[src/rtl/collision_arbiter_pkg.sv]
// ---------------------------------------------------------------------------
// sk_defs : shared tile/channel definitions for the collision lookup path
// Rev 1.0
// ---------------------------------------------------------------------------
`default_nettype none

package sk_defs;

  localparam int SK_COORD_W = 10;
  localparam int SK_TYPE_W  = 3;

  typedef enum logic [2:0] {
    BLK_EMPTY  = 3'd0,
    BLK_SOLID  = 3'd1,
    BLK_SPIKE  = 3'd2,
    BLK_LADDER = 3'd3,
    BLK_GOAL   = 3'd4
  } blk_type_e;

  localparam int CH_PLAYER = 0;
  localparam int CH_BLADE  = 1;
  localparam int CH_ENEMY0 = 2;
  localparam int CH_ENEMY1 = 3;

  // Index width for an N-entry channel set, never narrower than one bit.
  function automatic int idx_w(input int n);
    return (n > 1) ? $clog2(n) : 1;
  endfunction

endpackage

`default_nettype wire

[src/rtl/collision_arbiter_if.sv]
// ---------------------------------------------------------------------------
// collision_arbiter_if : entity-side request/result bundle for the arbiter
// Rev 1.0
// ---------------------------------------------------------------------------
`default_nettype none

interface collision_arbiter_if
  import sk_defs::*;
#(
  parameter int N_CH    = 4,
  parameter int COORD_W = SK_COORD_W,
  parameter int TYPE_W  = SK_TYPE_W
);

  logic [N_CH-1:0]         ch_en;
  logic [N_CH-1:0]         req;
  logic [N_CH*COORD_W-1:0] req_x;
  logic [N_CH*COORD_W-1:0] req_y;
  logic [N_CH-1:0]         gnt;
  logic [N_CH-1:0]         done;
  logic [N_CH*TYPE_W-1:0]  result;
  logic [N_CH-1:0]         busy;

  modport master (
    output ch_en, req, req_x, req_y,
    input  gnt, done, result, busy
  );

  modport slave (
    input  ch_en, req, req_x, req_y,
    output gnt, done, result, busy
  );

endinterface

`default_nettype wire

[src/rtl/collision_arbiter_rr.sv]
// ---------------------------------------------------------------------------
// rr_arbiter : combinational round-robin picker, search starts at i_ptr
// Rev 1.0
// ---------------------------------------------------------------------------
`default_nettype none

module rr_arbiter #(
  parameter int N  = 4,
  parameter int PW = 2
) (
  input  logic [N-1:0]  i_elig,
  input  logic [PW-1:0] i_ptr,
  output logic [N-1:0]  o_gnt,
  output logic          o_any,
  output logic [PW-1:0] o_idx,
  output logic [PW-1:0] o_next_ptr
);

  logic [PW-1:0] w_cand;

  always_comb begin
    o_gnt  = '0;
    o_any  = 1'b0;
    o_idx  = '0;
    w_cand = '0;
    for (int k = 0; k < N; k++) begin
      w_cand = PW'((int'(i_ptr) + k) % N);
      if (!o_any && i_elig[w_cand]) begin
        o_any = 1'b1;
        o_idx = w_cand;
      end
    end
    if (o_any) begin
      o_gnt[o_idx] = 1'b1;
    end
  end

  assign o_next_ptr = !o_any                  ? i_ptr :
                      (o_idx == PW'(N - 1))   ? '0    :
                                                o_idx + 1'b1;

endmodule

`default_nettype wire

[src/rtl/collision_arbiter.sv]
// ---------------------------------------------------------------------------
// collision_arbiter : round-robin multiplexing of N_CH tile queries onto one
//                     level read port with a tagged latency-matched pipeline
// Rev 1.0
// ---------------------------------------------------------------------------
`default_nettype none

module collision_arbiter
  import sk_defs::*;
#(
  parameter int N_CH    = 4,
  parameter int COORD_W = SK_COORD_W,
  parameter int TYPE_W  = SK_TYPE_W,
  parameter int LVL_LAT = 1
) (
  input  logic               clk,
  input  logic               reset,
  collision_arbiter_if.slave bus,
  output logic [COORD_W-1:0] lvl_x,
  output logic [COORD_W-1:0] lvl_y,
  input  logic [TYPE_W-1:0]  lvl_data
);

  localparam int PW    = idx_w(N_CH);
  localparam int DEPTH = LVL_LAT + 1;

  logic [N_CH-1:0]    w_elig;
  logic [N_CH-1:0]    w_gnt;
  logic [N_CH-1:0]    w_cpl_oh;
  logic               w_any;
  logic [PW-1:0]      w_idx;
  logic [PW-1:0]      w_next_ptr;
  logic               w_cpl;
  logic [PW-1:0]      w_cpl_tag;

  logic [PW-1:0]      r_ptr;
  logic [N_CH-1:0]    r_gnt;
  logic [N_CH-1:0]    r_done;
  logic [N_CH-1:0]    r_busy;
  logic [COORD_W-1:0] r_lvl_x;
  logic [COORD_W-1:0] r_lvl_y;
  logic [DEPTH-1:0]   r_vld;
  logic [PW-1:0]      r_tag    [DEPTH];
  logic [TYPE_W-1:0]  r_result [N_CH];

  // Registered busy keeps a completing channel ineligible until the next cycle.
  assign w_elig = bus.req & bus.ch_en & ~r_busy;

  rr_arbiter #(
    .N  (N_CH),
    .PW (PW)
  ) u_rr (
    .i_elig     (w_elig),
    .i_ptr      (r_ptr),
    .o_gnt      (w_gnt),
    .o_any      (w_any),
    .o_idx      (w_idx),
    .o_next_ptr (w_next_ptr)
  );

  always_ff @(posedge clk or negedge reset) begin
    if (!reset) begin
      r_ptr   <= '0;
      r_gnt   <= '0;
      r_lvl_x <= '0;
      r_lvl_y <= '0;
    end else begin
      r_gnt <= w_gnt;
      if (w_any) begin
        r_ptr   <= w_next_ptr;
        r_lvl_x <= bus.req_x[int'(w_idx)*COORD_W +: COORD_W];
        r_lvl_y <= bus.req_y[int'(w_idx)*COORD_W +: COORD_W];
      end
    end
  end

  // Tag travels alongside the address so the result lands in the right slot.
  always_ff @(posedge clk or negedge reset) begin
    if (!reset) begin
      r_vld <= '0;
      for (int s = 0; s < DEPTH; s++) begin
        r_tag[s] <= '0;
      end
    end else begin
      r_vld[0] <= w_any;
      r_tag[0] <= w_idx;
      for (int s = 1; s < DEPTH; s++) begin
        r_vld[s] <= r_vld[s-1];
        r_tag[s] <= r_tag[s-1];
      end
    end
  end

  assign w_cpl     = r_vld[DEPTH-1];
  assign w_cpl_tag = r_tag[DEPTH-1];

  always_ff @(posedge clk or negedge reset) begin
    if (!reset) begin
      r_busy <= '0;
      r_done <= '0;
      for (int i = 0; i < N_CH; i++) begin
        r_result[i] <= TYPE_W'(BLK_EMPTY);
      end
    end else begin
      r_busy <= (r_busy & ~w_cpl_oh) | w_gnt;
      r_done <= w_cpl_oh;
      for (int i = 0; i < N_CH; i++) begin
        if (w_cpl_oh[i]) begin
          r_result[i] <= lvl_data;
        end
      end
    end
  end

  for (genvar i = 0; i < N_CH; i++) begin : g_ch
    assign w_cpl_oh[i] = w_cpl && (w_cpl_tag == PW'(i));
    assign bus.result[i*TYPE_W +: TYPE_W] = r_result[i];
  end

  assign bus.gnt  = r_gnt;
  assign bus.done = r_done;
  assign bus.busy = r_busy;
  assign lvl_x    = r_lvl_x;
  assign lvl_y    = r_lvl_y;

  a_gnt_onehot : assert property (@(posedge clk) disable iff (!reset) $onehot0(r_gnt));
  a_done_onehot : assert property (@(posedge clk) disable iff (!reset) $onehot0(r_done));

endmodule

`default_nettype wire

[src/flat_wrapper.sv]
// flat-port wrapper written by rule: the top's interface ports become plain ports
module collision_arbiter_flat import sk_defs::*;
#(
  parameter int N_CH    = 4,
  parameter int COORD_W = SK_COORD_W,
  parameter int TYPE_W  = SK_TYPE_W,
  parameter int LVL_LAT = 1
)
  (clk, reset, lvl_x, lvl_y, lvl_data, bus_ch_en, bus_req, bus_req_x, bus_req_y, bus_gnt, bus_done, bus_result, bus_busy);
  collision_arbiter_if #(.N_CH(N_CH), .COORD_W(COORD_W), .TYPE_W(TYPE_W)) bus_i ();
  input  logic clk;
  input  logic reset;
  output logic [COORD_W-1:0] lvl_x;
  output logic [COORD_W-1:0] lvl_y;
  input  logic [TYPE_W-1:0] lvl_data;
  input wire logic [$bits(bus_i.ch_en)-1:0] bus_ch_en;
  input wire logic [$bits(bus_i.req)-1:0] bus_req;
  input wire logic [$bits(bus_i.req_x)-1:0] bus_req_x;
  input wire logic [$bits(bus_i.req_y)-1:0] bus_req_y;
  output wire logic [$bits(bus_i.gnt)-1:0] bus_gnt;
  output wire logic [$bits(bus_i.done)-1:0] bus_done;
  output wire logic [$bits(bus_i.result)-1:0] bus_result;
  output wire logic [$bits(bus_i.busy)-1:0] bus_busy;
  assign bus_i.ch_en = bus_ch_en;
  assign bus_i.req = bus_req;
  assign bus_i.req_x = bus_req_x;
  assign bus_i.req_y = bus_req_y;
  assign bus_gnt = bus_i.gnt;
  assign bus_done = bus_i.done;
  assign bus_result = bus_i.result;
  assign bus_busy = bus_i.busy;
  collision_arbiter #(.N_CH(N_CH), .COORD_W(COORD_W), .TYPE_W(TYPE_W), .LVL_LAT(LVL_LAT)) u_core (.clk(clk), .reset(reset), .bus(bus_i), .lvl_x(lvl_x), .lvl_y(lvl_y), .lvl_data(lvl_data));
endmodule
[config.mk]
export PLATFORM = sky130hd
export DESIGN_NAME = collision_arbiter_flat
export DESIGN_NICKNAME = d
export VERILOG_FILES = /design/src/rtl/collision_arbiter_pkg.sv /design/src/rtl/collision_arbiter_if.sv /design/src/rtl/collision_arbiter_rr.sv /design/src/rtl/collision_arbiter.sv /design/src/flat_wrapper.sv
export SDC_FILE = /design/constraint.sdc
export NUM_CORES = 1
export LEC_CHECK = 0
export CAP_MARGIN = 20
export CORE_MARGIN = 2
export CORE_UTILIZATION = 40
export DETAILED_ROUTE_END_ITERATION = 16
export PLACE_DENSITY_LB_ADDON = 0.15
export SYNTH_ARGS = -nofsm -noshare
export SYNTH_HDL_FRONTEND = slang
export SYNTH_HIERARCHICAL = 1
export SYNTH_SLANG_ARGS = --single-unit
[constraint.sdc]
create_clock -name clk -period 4.5 [get_ports clk]
set_clock_uncertainty 0.2 [all_clocks]
set_input_delay 1.35 -clock clk [delete_from_list [all_inputs] [get_ports clk]]
set_output_delay 1.35 -clock clk [all_outputs]
set_load 0.05 [all_outputs]
-- After elaboration in Yosys (flattened, before gate mapping)
Cells that the tools add are included.
- $add $sub $neg: 4
- multiply operators: 1
- div/mod/pow operators: 0
- $lt $le $gt $ge: 6
- equal/unequal tests: 4
- shift operators: 2
- mux-type cells: 20
- bitwise gates (word level): 6
- reductions and logical operators: 12
- operators by type and width (kind ; count):
    $shiftx A40 B32 Y10 ; 2
    $lt A2 B3 Y1 const B ; 5
    $and A4 B4 Y4 ; 3
    $mux W2 ; 5
    $mux W1 ; 9
    $bmux W1 S2 ; 4
    $logic_and A1 B1 Y1 ; 8
    $not A4 Y4 ; 2
    $eq A2 B2 Y1 const B ; 3
    $mul A2 B3 Y5 const B ; 1
    $add A2 B1 Y2 const B ; 2
    $add A2 B2 Y2 const B ; 2
    $mux W4 ; 1
    $or A4 B4 Y4 ; 1
    $logic_not A1 Y1 ; 3
    $demux W1 S2 ; 1
    $eq A2 B1 Y1 const B ; 1
    $ge A2 B1 Y1 const B ; 1
    $logic_not A2 Y1 ; 1
- register bits: 52
- latch bits: 0
- memory bits (writable): 0
- bits in read-only memories: 0
- input port bits: 93
- output and inout bits: 44
- logic and storage cells: 68
- memories kept: 0

-- Logic depth before layout (Yosys ltp)
- word-level depth: 20
- depth in mapped cells: 9
- mapped depth without buffers: 9

-- By module
The synthesis kept the hierarchy.
- modules (own cells, without submodules) (module ; instances ; cells an instance ; area each (µm²) ; sequential area each (µm²)):
    collision_arbiter ; 1 ; 178 ; 2356.0 ; 1301.2
    rr_arbiter ; 1 ; 30 ; 237.7 ; 0.0

-- Worst setup path before layout
OpenSTA, ideal clock, no wires.
- path kind: in2reg
- start point: input port bus_req[1]
- end point: register u_core.r_lvl_x[0] (netlist: u_core/lvl_x[0])
- arrival time: 2.949 ns
- path slack: 1.209 ns
- stages on the path: 9
- buffers on the path: 2
- path through: nand2_1 > nor2_1 > inv_2 > a2111oi_4 > or2_1 > buf_2 > buf_6 > mux2i_1 > o221ai_1
- word-level cells in the longest chain between the ends: 16
- RTL lines (item ; RTL line ; source):
    from (decl) ; flat_wrapper.sv:17 ; input wire logic [$bits(bus_i.req)-1:0] bus_req;
    $and A4 B4 Y4 * (2 in a row) ; collision_arbiter.sv:47 ; assign w_elig = bus.req & bus.ch_en & ~r_busy;
    named net u_core.w_elig[1] ; collision_arbiter.sv:27 ; logic [N_CH-1:0] w_elig;
    $bmux W1 S2 ; collision_arbiter_rr.sv:28 ; if (!o_any && i_elig[w_cand]) begin
    $mux W1 (not written as such) ; collision_arbiter_rr.sv:28 ;
    $mux W1 ; collision_arbiter_rr.sv:28 ;
    $logic_not A1 Y1 ; collision_arbiter_rr.sv:28 ;
    $logic_and A1 B1 Y1 ; collision_arbiter_rr.sv:28 ;
    $mux W1 ; collision_arbiter_rr.sv:28 ;
    $logic_not A1 Y1 ; collision_arbiter_rr.sv:28 ;
    $logic_and A1 B1 Y1 ; collision_arbiter_rr.sv:28 ;
    $mux W1 ; collision_arbiter_rr.sv:28 ;
    $logic_not A1 Y1 ; collision_arbiter_rr.sv:28 ;
    $logic_and A1 B1 Y1 ; collision_arbiter_rr.sv:28 ;
    $mux W2 * ; collision_arbiter_rr.sv:28 ;
    named net u_core.w_idx[0] ; collision_arbiter.sv:31 ; logic [PW-1:0] w_idx;
    $mul A2 B3 Y5 * ; collision_arbiter.sv:71 ; r_lvl_x <= bus.req_x[int'(w_idx)*COORD_W +: COORD_W];
    $shiftx A40 B32 Y10 * ; collision_arbiter.sv:71 ;
    to (signal assigned) ; collision_arbiter.sv:71 ;
    to (decl) ; collision_arbiter.sv:40 ; logic [COORD_W-1:0] r_lvl_x;
Mark *: on every way through the listed nets, which the timed path passes. The rest lies on a longest branch. The select of a mux whose other input is x is not followed.
A chain may end at the register's enable or synchronous reset.

-- Worst setup path in the final report
- start point: input port bus_req[3]
- end point: register u_core.r_lvl_y[9] (netlist: u_core/lvl_y[9])
- word-level cells in the longest chain between the ends: 16
- RTL lines (item ; RTL line ; source):
    $and A4 B4 Y4 * (2 in a row) ; collision_arbiter.sv:47 ;
    named net u_core.w_elig[3] ; collision_arbiter.sv:27 ;
    $bmux W1 S2 ; collision_arbiter_rr.sv:28 ;
    $mux W1 (not written as such) ; collision_arbiter_rr.sv:28 ;
    $mux W1 ; collision_arbiter_rr.sv:28 ;
    $logic_not A1 Y1 ; collision_arbiter_rr.sv:28 ;
    $logic_and A1 B1 Y1 ; collision_arbiter_rr.sv:28 ;
    $mux W1 ; collision_arbiter_rr.sv:28 ;
    $logic_not A1 Y1 ; collision_arbiter_rr.sv:28 ;
    $logic_and A1 B1 Y1 ; collision_arbiter_rr.sv:28 ;
    $mux W1 ; collision_arbiter_rr.sv:28 ;
    $logic_not A1 Y1 ; collision_arbiter_rr.sv:28 ;
    $logic_and A1 B1 Y1 ; collision_arbiter_rr.sv:28 ;
    $mux W2 * ; collision_arbiter_rr.sv:28 ;
    named net u_core.w_idx[0] ; collision_arbiter.sv:31 ;
    $mul A2 B3 Y5 * ; collision_arbiter.sv:72 ; r_lvl_y <= bus.req_y[int'(w_idx)*COORD_W +: COORD_W];
    $shiftx A40 B32 Y10 * ; collision_arbiter.sv:72 ;
    to (signal assigned) ; collision_arbiter.sv:72 ;
    to (decl) ; collision_arbiter.sv:41 ; logic [COORD_W-1:0] r_lvl_y;
Marks and branches as above.

==> results.json <==
{
  "synth_top_area_share_pct": 50.2,
  "final_cell_area_mm2": 0.00413,
  "status": "complete, no violations",
  "combPwrFrac_pct": 61.4,
  "synthTopCellsByCount": "52 x dfrtp_1, 40 x mux2i_1, 21 x nand2b_1, 20 x o221ai_1, 14 x mux2_2",
  "p_per_area_mw_per_mm2": 698,
  "die_h_um": 84.5,
  "drc": 0,
  "p_leak_nw": 1.71,
  "fillers": 524,
  "fin_util_pct": 65.4,
  "grt_max_degree": 42,
  "area.sequential_mm2": 0.00130,
  "die_w_um": 84.5,
  "hpwlAfterDp_mm": 4.59,
  "cts_tree": "built",
  "antenna_cells": 0,
  "slew_viol_final": 0,
  "p_int_mw": 1.55,
  "synth_warnings": 6,
  "cp_data_required_time_ns": 4.47,
  "numCtsBuffers": 5,
  "ys.flop_type": "dfrtp_1",
  "grt_antenna_before_repair": 0,
  "core_mm2": 0.00631,
  "power.switching_mw": 1.34,
  "syn2layout_area_growth_pct": 59.1,
  "multi_input_area_mm2": 0.00119,
  "yosys-top-cells-area": "dfrtp_1 50%, mux2i_1 15%, o221ai_1 6.8%, mux2_2 6.1%, nand2b_1 5.1%",
  "p_sw_share_pct": 46.4,
  "hold_violations": 0,
  "grtUsageMet1_pct": 21.5,
  "gp_congestion": 0.795,
  "htree_num_levels": 2,
  "grt_overflow": 0,
  "met2_usage_pct": 30.7,
  "yosysTopAreaCell": "dfrtp_1",
  "cts.hold.buffers_added": 0,
  "wirelength_mm": 6.24,
  "setup_viol": 0,
  "stdcell_count": 422,
  "crit_type": "in -> reg",
  "syn_area_mm2": 0.00259,
  "clkPwrFrac_pct": 10.8,
  "setup_tns_ns": 0,
  "ios": 137,
  "p_seq_share_pct": 27.8,
  "worst_skew_pair.late_latency_ns": 0.29,
  "hold_ws_ns": 0.156,
  "final_nets": 441,
  "synth_nets": 305,
  "p_total_mw": 2.88,
  "min_path_type": "reg -> reg",
  "grt_use_met3_pct": 5.11,
  "synthCells": 208,
  "worstSetupEndpointType": "register",
  "cap_violations": 0,
  "drive_gt1_share_pct": 9.86,
  "num_vias": 2149,
  "clock-root-buffer": "clkbuf_8",
  "fmax_mhz": 267,
  "setup.worst_path.start_class": "input pin",
  "start_util_pct": 41.1,
  "die_area_mm2": 0.00714,
  "clk_path_buf_depth": 2,
  "synth_edf_count": 0,
  "syn_area_per_cell_um2": 12.5,
  "fin_ws_ns": 0.754,
  "gr-max-usage-layer": "met2",
  "first_pass_iters": 4,
  "critPathArrivalTime_ns": 3.71,
  "ant_nets": 0,
  "port_buffers": 136,
  "synthArstFlopShare_pct": 100,
  "cts.sinks": 52,
  "pre_cts_slack_ns": 0.494,
  "synth.distinct_cells": 31,
  "grt_pass1_vias": 2212,
  "rows": 29,
  "yosysMostFrequentCell": "dfrtp_1",
  "place_area_mm2": 0.00402,
  "grtUsageTotal_pct": 17.8,
  "fin_crit_sh_pct": 83.2,
  "worst_pin_slew_ns": 0.577,
  "clk_pin_slew_ns": 0.09,
  "ctsResizeCount": 0,
  "synth-seq-cells": 52,
  "dp.cells": 414,
  "routedWlPerCell_um": 14.8,
  "rsz0062_at_grt": "no",
  "relSlewSlack_pct": 61.5,
  "vias_per_cell": 5.09,
  "ys_seq_area_share_pct": 50.2,
  "drt_iter0_drc": 64,
  "min_period_ns": 3.75,
  "max-vdd-ir-drop_mv": 0.474,
  "cts_setup_buffers": 0,
  "grt_pass1_wl_mm": 10.3,
  "critPathMaxFanout": 41
}
[layer usage]
metal / part of all wire [%] / wire, um / vias up
met4: 1.5 / 94 / 0
met3: 8.1 / 508 / 8
met5: 0 / 0 / -
met1: 41 / 2550 / 1018
met2: 49 / 3090 / 95
li1: - / - / 1028
[registers in the layout, summed over array words and instances, names as in the netlist]
signal / flops
u_core/w_cpl_tag: 2
u_core/bus.done: 4
u_core/r_vld: 2
u_core/lvl_x: 10
u_core/bus.busy: 4
u_core/lvl_y: 10
u_core/r_ptr: 2
u_core/bus.result: 12
u_core/r_tag: 2
u_core/bus.gnt: 4
[cell families after synthesis]
kind of cell	share of synthesized area (%)
buf+inv	4.00
fa+ha+maj	1.93
mux	21.5
compound gates	11.1
flops	50.2
simple gates	11.3
[cell usage in the layout, fill, tap and decap left out, types with 2 or more instances in the layout]
master / netlist / final
clkdlybuf4s50_1: 0 / 135
dfrtp_1: 52 / 52
mux2i_1: 40 / 40
nand2b_1: 21 / 21
o221ai_1: 20 / 20
mux2_2: 14 / 14
inv_1: 6 / 6
nor2_1: 6 / 6
clkbuf_8: 0 / 5
nand2_1: 5 / 5
nor2b_1: 4 / 4
ha_1: 4 / 4
a21o_1: 3 / 3
buf_4: 0 / 3
nand3b_1: 2 / 2
inv_2: 2 / 2
o21ai_1: 2 / 2
or2_1: 3 / 2
[path summary, 6_finish.rpt]
path | startpoint | to | slack, ns | cells after the start
max | bus_req[3] | u_core/lvl_y[9] | 0.75 | 9
min | u_core/r_vld[0] | u_core/r_vld[1] | 0.16 | 0
max reg2reg | u_core/bus.busy[3] | u_core/lvl_y[9] | 1.87 | 7
min reg2reg | u_core/r_vld[0] | u_core/r_vld[1] | 0.16 | 0
max in group asynchronous | reset | u_core/lvl_y[8] | 2.50 | 2
min in group asynchronous | reset | u_core/bus.result[4] | 0.84 | 1
[worst max-delay path, cell delays in order]
cell	delay, ns
clkdlybuf4s50_1	0.45
nand2_1	0.06
nor2_1	0.41
o21ai_1	0.14
a221oi_1	0.38
or2_2	0.22
buf_12	0.25
mux2i_1	0.25
o221ai_1	0.15
[final cells by class]
type | instances | share of cell area (%)
repair buffers | 140 | 33.9
flip-flops and latches | 52 | 31.5
multi-input cells | 137 | 28.8
well taps | 77 | 2.33
clock buffers | 5 | 1.67
clock inverters | 3 | 1.03
inverters | 8 | 0.728
[power groups by stage]
stage / Clock, mW / Sequential (mW) / Combinational [mW]
6_report: 0.312 / 0.801 / 1.77
5_1_grt: 0.343 / 0.830 / 1.87
4_1_cts: 0.324 / 0.804 / 1.79
3_5_place_dp: 0 / 0.809 / 1.78
3_3_place_gp: 0 / 0.802 / 1.77
2_1_floorplan: 0 / 1.43 / 0.582
No activity file was read; power rests on OpenSTA's default activity.
